$ cat src/rtl/tx_fifo_pkg.sv
// Shared sizing, data and pointer types for the transmit-side byte FIFO.
// Optional error-flag feature is controlled by the TX_FIFO_ERR_EN macro.
package tx_fifo_pkg;

    localparam int DATA_WIDTH = 8;
    localparam int DEPTH      = 8;
    localparam int ADDR_W     = $clog2(DEPTH);

    typedef logic [DATA_WIDTH-1:0] fifo_data_t;
    typedef logic [ADDR_W:0]       fifo_ptr_t;

    localparam fifo_ptr_t PTR_ZERO = {(ADDR_W+1){1'b0}};
    localparam fifo_ptr_t PTR_ONE  = fifo_ptr_t'(1'b1);

endpackage

$ cat src/rtl/tx_fifo_ctrl.sv
// Pointer, full/empty and error-flag control for tx_fifo.
// With TX_FIFO_ERR_EN defined, sticky overflow/underflow outputs are added.
module tx_fifo_ctrl
    import tx_fifo_pkg::*;
(
    input  logic              clk,
    input  logic              n_rst,
    input  logic              write_enable,
    input  logic              read_enable,
    output logic              do_write,
    output logic [ADDR_W-1:0] waddr,
    output logic [ADDR_W-1:0] raddr,
    output logic              fifo_empty,
    output logic              fifo_full
`ifdef TX_FIFO_ERR_EN
    ,
    output logic              overflow,
    output logic              underflow
`endif
);

    fifo_ptr_t wptr_r;
    fifo_ptr_t rptr_r;
    logic      do_read_s;

    // Flags and accepted operations, all derived from registered pointers.
    // A write while full is accepted only when a pop frees the slot on the same edge.
    always_comb begin
        fifo_empty = (wptr_r == rptr_r);
        fifo_full  = (wptr_r[ADDR_W-1:0] == rptr_r[ADDR_W-1:0]) &&
                     (wptr_r[ADDR_W] != rptr_r[ADDR_W]);
        do_read_s  = read_enable && !fifo_empty;
        do_write   = write_enable && (!fifo_full || do_read_s);
        waddr      = wptr_r[ADDR_W-1:0];
        raddr      = rptr_r[ADDR_W-1:0];
    end

    // Write and read pointers, wrapping modulo 2*DEPTH.
    always_ff @(posedge clk or negedge n_rst) begin
        if (!n_rst) begin
            wptr_r <= PTR_ZERO;
            rptr_r <= PTR_ZERO;
        end else begin
            if (do_write) begin
                wptr_r <= wptr_r + PTR_ONE;
            end
            if (do_read_s) begin
                rptr_r <= rptr_r + PTR_ONE;
            end
        end
    end

`ifdef TX_FIFO_ERR_EN
    logic overflow_r;
    logic underflow_r;

    // Sticky error flags, cleared only by reset.
    always_ff @(posedge clk or negedge n_rst) begin
        if (!n_rst) begin
            overflow_r  <= 1'b0;
            underflow_r <= 1'b0;
        end else begin
            if (write_enable && !do_write) begin
                overflow_r <= 1'b1;
            end
            if (read_enable && fifo_empty) begin
                underflow_r <= 1'b1;
            end
        end
    end

    assign overflow  = overflow_r;
    assign underflow = underflow_r;
`endif

endmodule

$ cat src/rtl/tx_fifo.sv
// Transmit-side 8x8 first-word-fall-through FIFO: storage array and head mux.
// Define TX_FIFO_ERR_EN to expose sticky overflow/underflow outputs.
module tx_fifo
    import tx_fifo_pkg::*;
(
    input  logic                  clk,
    input  logic                  n_rst,
    input  logic                  write_enable,
    input  logic [DATA_WIDTH-1:0] write_data,
    input  logic                  read_enable,
    output logic [DATA_WIDTH-1:0] read_data,
    output logic                  fifo_empty,
    output logic                  fifo_full
`ifdef TX_FIFO_ERR_EN
    ,
    output logic                  overflow,
    output logic                  underflow
`endif
);

    fifo_data_t        mem_r [DEPTH];
    logic              do_write_s;
    logic [ADDR_W-1:0] waddr_s;
    logic [ADDR_W-1:0] raddr_s;

    tx_fifo_ctrl u_ctrl (
        .clk          (clk),
        .n_rst        (n_rst),
        .write_enable (write_enable),
        .read_enable  (read_enable),
        .do_write     (do_write_s),
        .waddr        (waddr_s),
        .raddr        (raddr_s),
        .fifo_empty   (fifo_empty),
        .fifo_full    (fifo_full)
`ifdef TX_FIFO_ERR_EN
        ,
        .overflow     (overflow),
        .underflow    (underflow)
`endif
    );

    // Storage array; intentionally not reset, emptiness is tracked by the pointers.
    always_ff @(posedge clk) begin
        if (do_write_s) begin
            mem_r[waddr_s] <= write_data;
        end
    end

    // Head-of-queue presentation, forced to zero when empty.
    always_comb begin
        if (fifo_empty) begin
            read_data = {DATA_WIDTH{1'b0}};
        end else begin
            read_data = mem_r[raddr_s];
        end
    end

endmodule

$ cat config.mk
export PLATFORM = sky130hd
export DESIGN_NAME = tx_fifo
export DESIGN_NICKNAME = d
export VERILOG_FILES = /design/src/rtl/tx_fifo_pkg.sv /design/src/rtl/tx_fifo_ctrl.sv /design/src/rtl/tx_fifo.sv
export SDC_FILE = /design/constraint.sdc
export NUM_CORES = 1
export LEC_CHECK = 0
export CORE_MARGIN = 1
export CORE_UTILIZATION = 50
export DETAILED_ROUTE_END_ITERATION = 8
export GPL_TIMING_DRIVEN = 0
export PLACE_DENSITY = 0.71
export RECOVER_POWER = 50
export SLEW_MARGIN = 30
export SYNTH_ARGS = -nofsm -noshare
export SYNTH_HDL_FRONTEND = slang
export SYNTH_SLANG_ARGS = --single-unit
$ cat constraint.sdc
create_clock -name clk -period 2.24 [get_ports clk]
set_input_delay 0.336 -clock clk [delete_from_list [all_inputs] [get_ports clk]]
set_output_delay 0.336 -clock clk [all_outputs]
set_load 0.02 [all_outputs]
---- Word-level counts from Yosys, hierarchy flattened ----
Memories as Yosys holds them, arrays and structs flattened.
Cells that the tools add are included.
word-level totals
  flip-flop bits (word level) ............. 8
  memory bits (writable) .................. 64
  input bits .............................. 12
  output and inout bits ................... 10
  word-level logic and storage cells ...... 17
  memories ................................ 1
memory list
  name   words  width  rd ports  clocked after memory_dff  write ports  RTL line       RTL
  mem_r  8      8      1         0                         1            tx_fifo.sv:21  fifo_data_t mem_r [DEPTH];
cells by class
  $add $sub $neg .......................... 2
  eq/ne operators ......................... 3
  mux-type cells .......................... 3
  reductions and logical operators ........ 6
operators with widths
  operator                                                        number
  4-bit by 1-bit adder with 4-bit output (second input constant)  2
  8-bit two-way mux                                               1
  4-bit equality test                                             1
  3-bit equality test                                             1
  1-bit logical AND                                               3
  1-bit zero test                                                 2
  1-bit two-way mux                                               2
  1-bit logical OR                                                1
  1-bit inequality test                                           1

---- Logic depth before layout (Yosys ltp) ----
  depth in word-level cells ............... 7
  gate-level depth with buffers ........... 6
  mapped depth without buffers ............ 4

---- By module ----
From an unflattened synthesis, not the netlist that was laid out.
second synthesis, totals
  cell total of the unflattened synthesis .. 162
  area total of the unflattened synthesis .. 3,022.9 um^2
by module, submodules not included
  module        instances  cells each  area an instance (um^2)  sequential area each (um^2)
  tx_fifo       1          115         2,526.2                  1,921.8
  tx_fifo_ctrl  1          47          496.7                    200.2

---- Worst setup path before layout ----
Ideal clock, no wire load.
  kind .................................... reg2reg
  start ................................... reg u_ctrl.rptr_r[0]
  end ..................................... mem mem_r[3][0] in the netlist's numbering (enable)
  setup time .............................. 0.398 ns
  arrival time ............................ 1.864 ns
  data required time ...................... 1.842 ns
  setup slack ............................. -0.022 ns
  stages on the path, launching flop included .. 6
  path buffers ............................ 1
  clock period less this slack ............ 2.262 ns
  path through ............................ dfrtp_1 -> buf_6 -> xnor2_4 -> nand3_4 -> nor3_1 -> nor4b_1
on the way
  longest elaborated chain between the ends .. 7
  elaborated cells between the ends (all ways) .. 10
  classes of those cells .................. eq/ne (2); mux (2); reduce/logical (6)
ends and longest elaborated chain
  item                                                               RTL line                                RTL
  start: declaration                                                 tx_fifo_ctrl.sv:23                      fifo_ptr_t rptr_r;
  start signal: assignment                                           tx_fifo_ctrl.sv:48                      rptr_r <= rptr_r + PTR_ONE;
  4-bit equality test / 3-bit equality test (equally long branches)  tx_fifo_ctrl.sv:29, tx_fifo_ctrl.sv:30
  1-bit zero test / 1-bit logical AND (equally long branches)        tx_fifo_ctrl.sv:32, tx_fifo_ctrl.sv:30
  1-bit logical AND / 1-bit zero test (equally long branches)        tx_fifo_ctrl.sv:32, tx_fifo_ctrl.sv:33
  1-bit logical OR (*)                                               tx_fifo_ctrl.sv:33                      do_write = write_enable && (!fifo_full || do_read_s);
  1-bit logical AND (*)                                              tx_fifo_ctrl.sv:33
  1-bit two-way mux (*)                                              tx_fifo.sv:45                           if (do_write_s) begin
  1-bit two-way mux (implied by the code) (*)                        tx_fifo.sv:46                           mem_r[waddr_s] <= write_data;
  end: declaration                                                   tx_fifo.sv:21
Every way passes the cells marked *; elsewhere a longest branch is shown, timed or not.

---- Worst setup path in the final report ----
  start ................................... reg u_ctrl.rptr_r[0]
  end ..................................... out read_data[4]
on the way
  longest elaborated chain between the ends .. 2
  elaborated cells between the ends (all ways) .. 3
  classes of those cells .................. eq/ne (1); mux (1); memory (1)
ends and longest elaborated chain
  item                                                                 RTL line       RTL
  memory read 8 x 8 bit / 4-bit equality test (equally long branches)  -
  8-bit two-way mux (*)                                                tx_fifo.sv:52  if (fifo_empty) begin
  end: declaration                                                     tx_fifo.sv:11  output logic [DATA_WIDTH-1:0] read_data,
Marks and branches as above.

==> metrics.md <==
| Metric | Value |
|---|---|
| Status | complete, but fails checks |
| Failing checks | negative setup slack |
| Rel. slew slack | a little under three fifths |
| CP required | between 1.5 and 2 ns |
| Sequential cell area fraction in the yosys report | between 60 and 70% |
| #FFs+latches synth | between 70 and 80 |
| Clock latency at the later pin of the worst-skew pair | around 0.35 ns |
| Clk buf depth | 2 |
| Gp weighted congestion | roughly 0.76 |
| Hold_buf cts | 0 |
| CTS Sinks | 72 |
| Nets | 220 |
| Die Height | about 80 um |
| Gr ovfl total | 0 |
| Leading cell type in the layout, fill and taps excluded | edfxtp_1 |
| Worst Tran Pin Value | ~0.65 ns |
| Final setup fails | 6 |
| Final hold vios | 0 |
| IO Count | 22 |
| Hold slack | approximately 0.34 ns |
| GRT Util Overall | between 20% and 30% |
| Starting DRT DRC Count | 160 |
| Min cycle time layout | about 2.3 ns |
| First-pass GRT wire length | 8.78 mm |
| Critical path startpoint category | flip-flop |
| Fin worst setup slack | -0.0594 ns |
| CTS root buffer | clkbuf_8 |
| Routed WL per cell | 20.4 um |
| Post-Place Setup Slack | -0.217 ns |
| Vias in the first global route | ~1600 |
| First-pass DRT Iterations | 4 |
| Starting density of the core | 51.9% |
| Final max-slew violation count | 0 |
| Pleak | about 1.3 nW |
| CTS tree | built |
| Commonest non-fill, non-tap cells in the layout | edfxtp_1 (64), mux4_2 (16), buf_4 (14) |
| Worst Hold Class | primary input to async pin |
| Synth Instances | between 150 and 200 |
| CP endpoint kind | output pin |
| RSZ-0062 raised after global routing | true |
| MaxCap Viol Count | 0 |
| Cells on worst reg2reg path | 7 |
| Share of cells above drive strength 1 | 41.2% |
| CP Max Fanout | 8 |
| DR DRC count | 0 |
| Final period util | 103% |
| Util after Layout | between 60 and 70% |
| Synth unique cells | 30 |
| Num CTS Buffers | 9 |
| Max Freq | 0.435 GHz |
| Area growth syn-to-layout | 24.0% |
| Detail Route Antenna Nets | 0 |
| Die outline area | approximately 6500 um^2 |
| Final instance area | 3810 um^2 |
| Reg2Reg Capture Point | mem_r[1][7]$_DFFE_PP_ |
| Syn nets | ~170 |
| Pwr Density | approximately 1500 nW/um^2 |
| Row count | 28 |
| Port Buf Inserts | 20 |
| Final Instance Count excl. Fillers | between 200 and 300 |
| Ant. Diodes | 0 |
| Reg-to-reg startpoint | u_ctrl.rptr_r[0]$_DFFE_PN0P_ |
| Initial antenna violation count | 0 |
| Drt via density | 5.68 |
| Final WL | about 6 mm |
| Die Width | 80.4 um |
| Power Total | about 5.6 mW |
| HPWL after DPL | about 3.7 mm |
| Largest net degree at the start of global routing | 14 |
| Placed Cells | around 260 |
| Worst path arrival time | around 2 ns |
| Setup_tns | -0.159 ns |
| Clk_skew | approximately 0.0075 ns |
| Via count | between 1500 and 2000 |
| Syn Area/Cell | a little under 20 um^2 |
| Area post-placement | approximately 3500 um^2 |
| Mapped cell area | 3070 um^2 |
| WS Path Type | flip-flop to output pin |
| CTS clk-pin slew, worst paths | 0.08 ns |
| Core area | a little under 6000 um^2 |
| R2R setup slack | between 0.1 and 0.15 ns |
| VDD IR max | about 0.80 mV |
| H-tree depth | 3 |
| Yosys Warn Count | 0 |
## what timing repair did
item	in CTS	in global routing
hold endpoints to repair	0	0
gates resized for setup	41	11
setup endpoints to repair	33	10
setup buffers	7	4
## how the worst max path moves through the flow
| stage | startpoint | endpoint | slack, ns |
|---|---|---|---|
| 2_1_floorplan | u_ctrl.rptr_r[0]$_DFFE_PN0P_ | mem_r[0][0]$_DFFE_PP_ | 0.05 |
| 3_3_place_gp | write_enable | mem_r[1][5]$_DFFE_PP_ | -0.77 |
| 3_5_place_dp | u_ctrl.rptr_r[1]$_DFFE_PN0P_ | mem_r[7][5]$_DFFE_PP_ | -0.22 |
| 4_1_cts | u_ctrl.rptr_r[0]$_DFFE_PN0P_ | read_data[4] | -0.12 |
| 5_1_grt | u_ctrl.rptr_r[0]$_DFFE_PN0P_ | read_data[4] | -0.12 |
| 6_report | u_ctrl.rptr_r[0]$_DFFE_PN0P_ | read_data[4] | -0.06 |
## layer usage
metal	GRT usage (%)	wire length (um)
met5	0	0
met1	25.8	2510
met3	5.00	239
met4	8.39	74
met2	32.5	3020
## power by group
group          leakage (nW)  internal, mW  total [mW]  switching, mW
Clock                 0.124         0.741        1.23          0.493
Combinational         0.547          1.21        2.53           1.33
Sequential            0.676          1.72        1.83          0.112
## registers in the layout, indices dropped and copies added (netlist names)
signal,flops
u_ctrl.rptr_r,4
mem_r,64
u_ctrl.wptr_r,4
## synthesized netlist by cell type
| cell | n | share of area, % |
|---|---|---|
| mux2_4 | 1 | 0.49 |
| nand4_1 | 2 | 0.41 |
| o31ai_4 | 1 | 0.69 |
| nor2_1 | 13 | 1.6 |
| dfrtp_1 | 8 | 6.5 |
| nand2b_1 | 1 | 0.20 |
| xnor2_1 | 3 | 0.86 |
| nand2_1 | 6 | 0.73 |
| buf_2 | 3 | 0.49 |
| mux2_2 | 1 | 0.37 |
| nor3_1 | 4 | 0.65 |
| ha_1 | 2 | 0.81 |
| xnor2_2 | 2 | 1.1 |
| xnor2_4 | 2 | 1.8 |
| o311ai_0 | 1 | 0.29 |
| or4_1 | 1 | 0.24 |
| o31ai_1 | 1 | 0.24 |
| nor4b_1 | 1 | 0.29 |
| nor4_1 | 3 | 0.61 |
| nand2b_4 | 1 | 0.45 |
| buf_6 | 6 | 2.2 |
| mux2i_1 | 8 | 2.6 |
| inv_1 | 1 | 0.12 |
| edfxtp_1 | 64 | 63 |
| o311ai_1 | 2 | 0.57 |
| nand3_4 | 1 | 0.57 |
| xor2_1 | 1 | 0.29 |
| buf_4 | 1 | 0.24 |
| and4_1 | 1 | 0.29 |
| mux4_2 | 16 | 12 |
## critical path: stages (launching register included)
cell and delay, ns:
dfrtp_1 0.39, buf_12 0.13, buf_12 0.12, buf_8 0.11
mux4_2 0.50, mux2i_1 0.14, nor2_1 0.07, buf_4 0.15
## area by class of cell
type / instances / area (um^2)
flip-flops and latches: 72 / 2120
clock inverters: 7 / 118
well taps: 75 / 93.8
clock buffers: 9 / 124
plain buffers: 10 / 114
inverters: 1 / 3.75
repair buffers: 37 / 289
fillers: 426 / 2110
multi-input cells: 75 / 942
## cells by family after synthesis
family	Yosys count	synth area share, %
XOR/XNOR	8	3.99
flip-flops	72	69.1
AO/OA/AOI/OAI	5	1.79
buffers and inverters	11	3.06
adder cells (fa/ha/maj)	2	0.815
AND/OR/NAND/NOR	34	6.03
multiplexers	26	15.2
No activity file was read; power rests on OpenSTA's default activity.
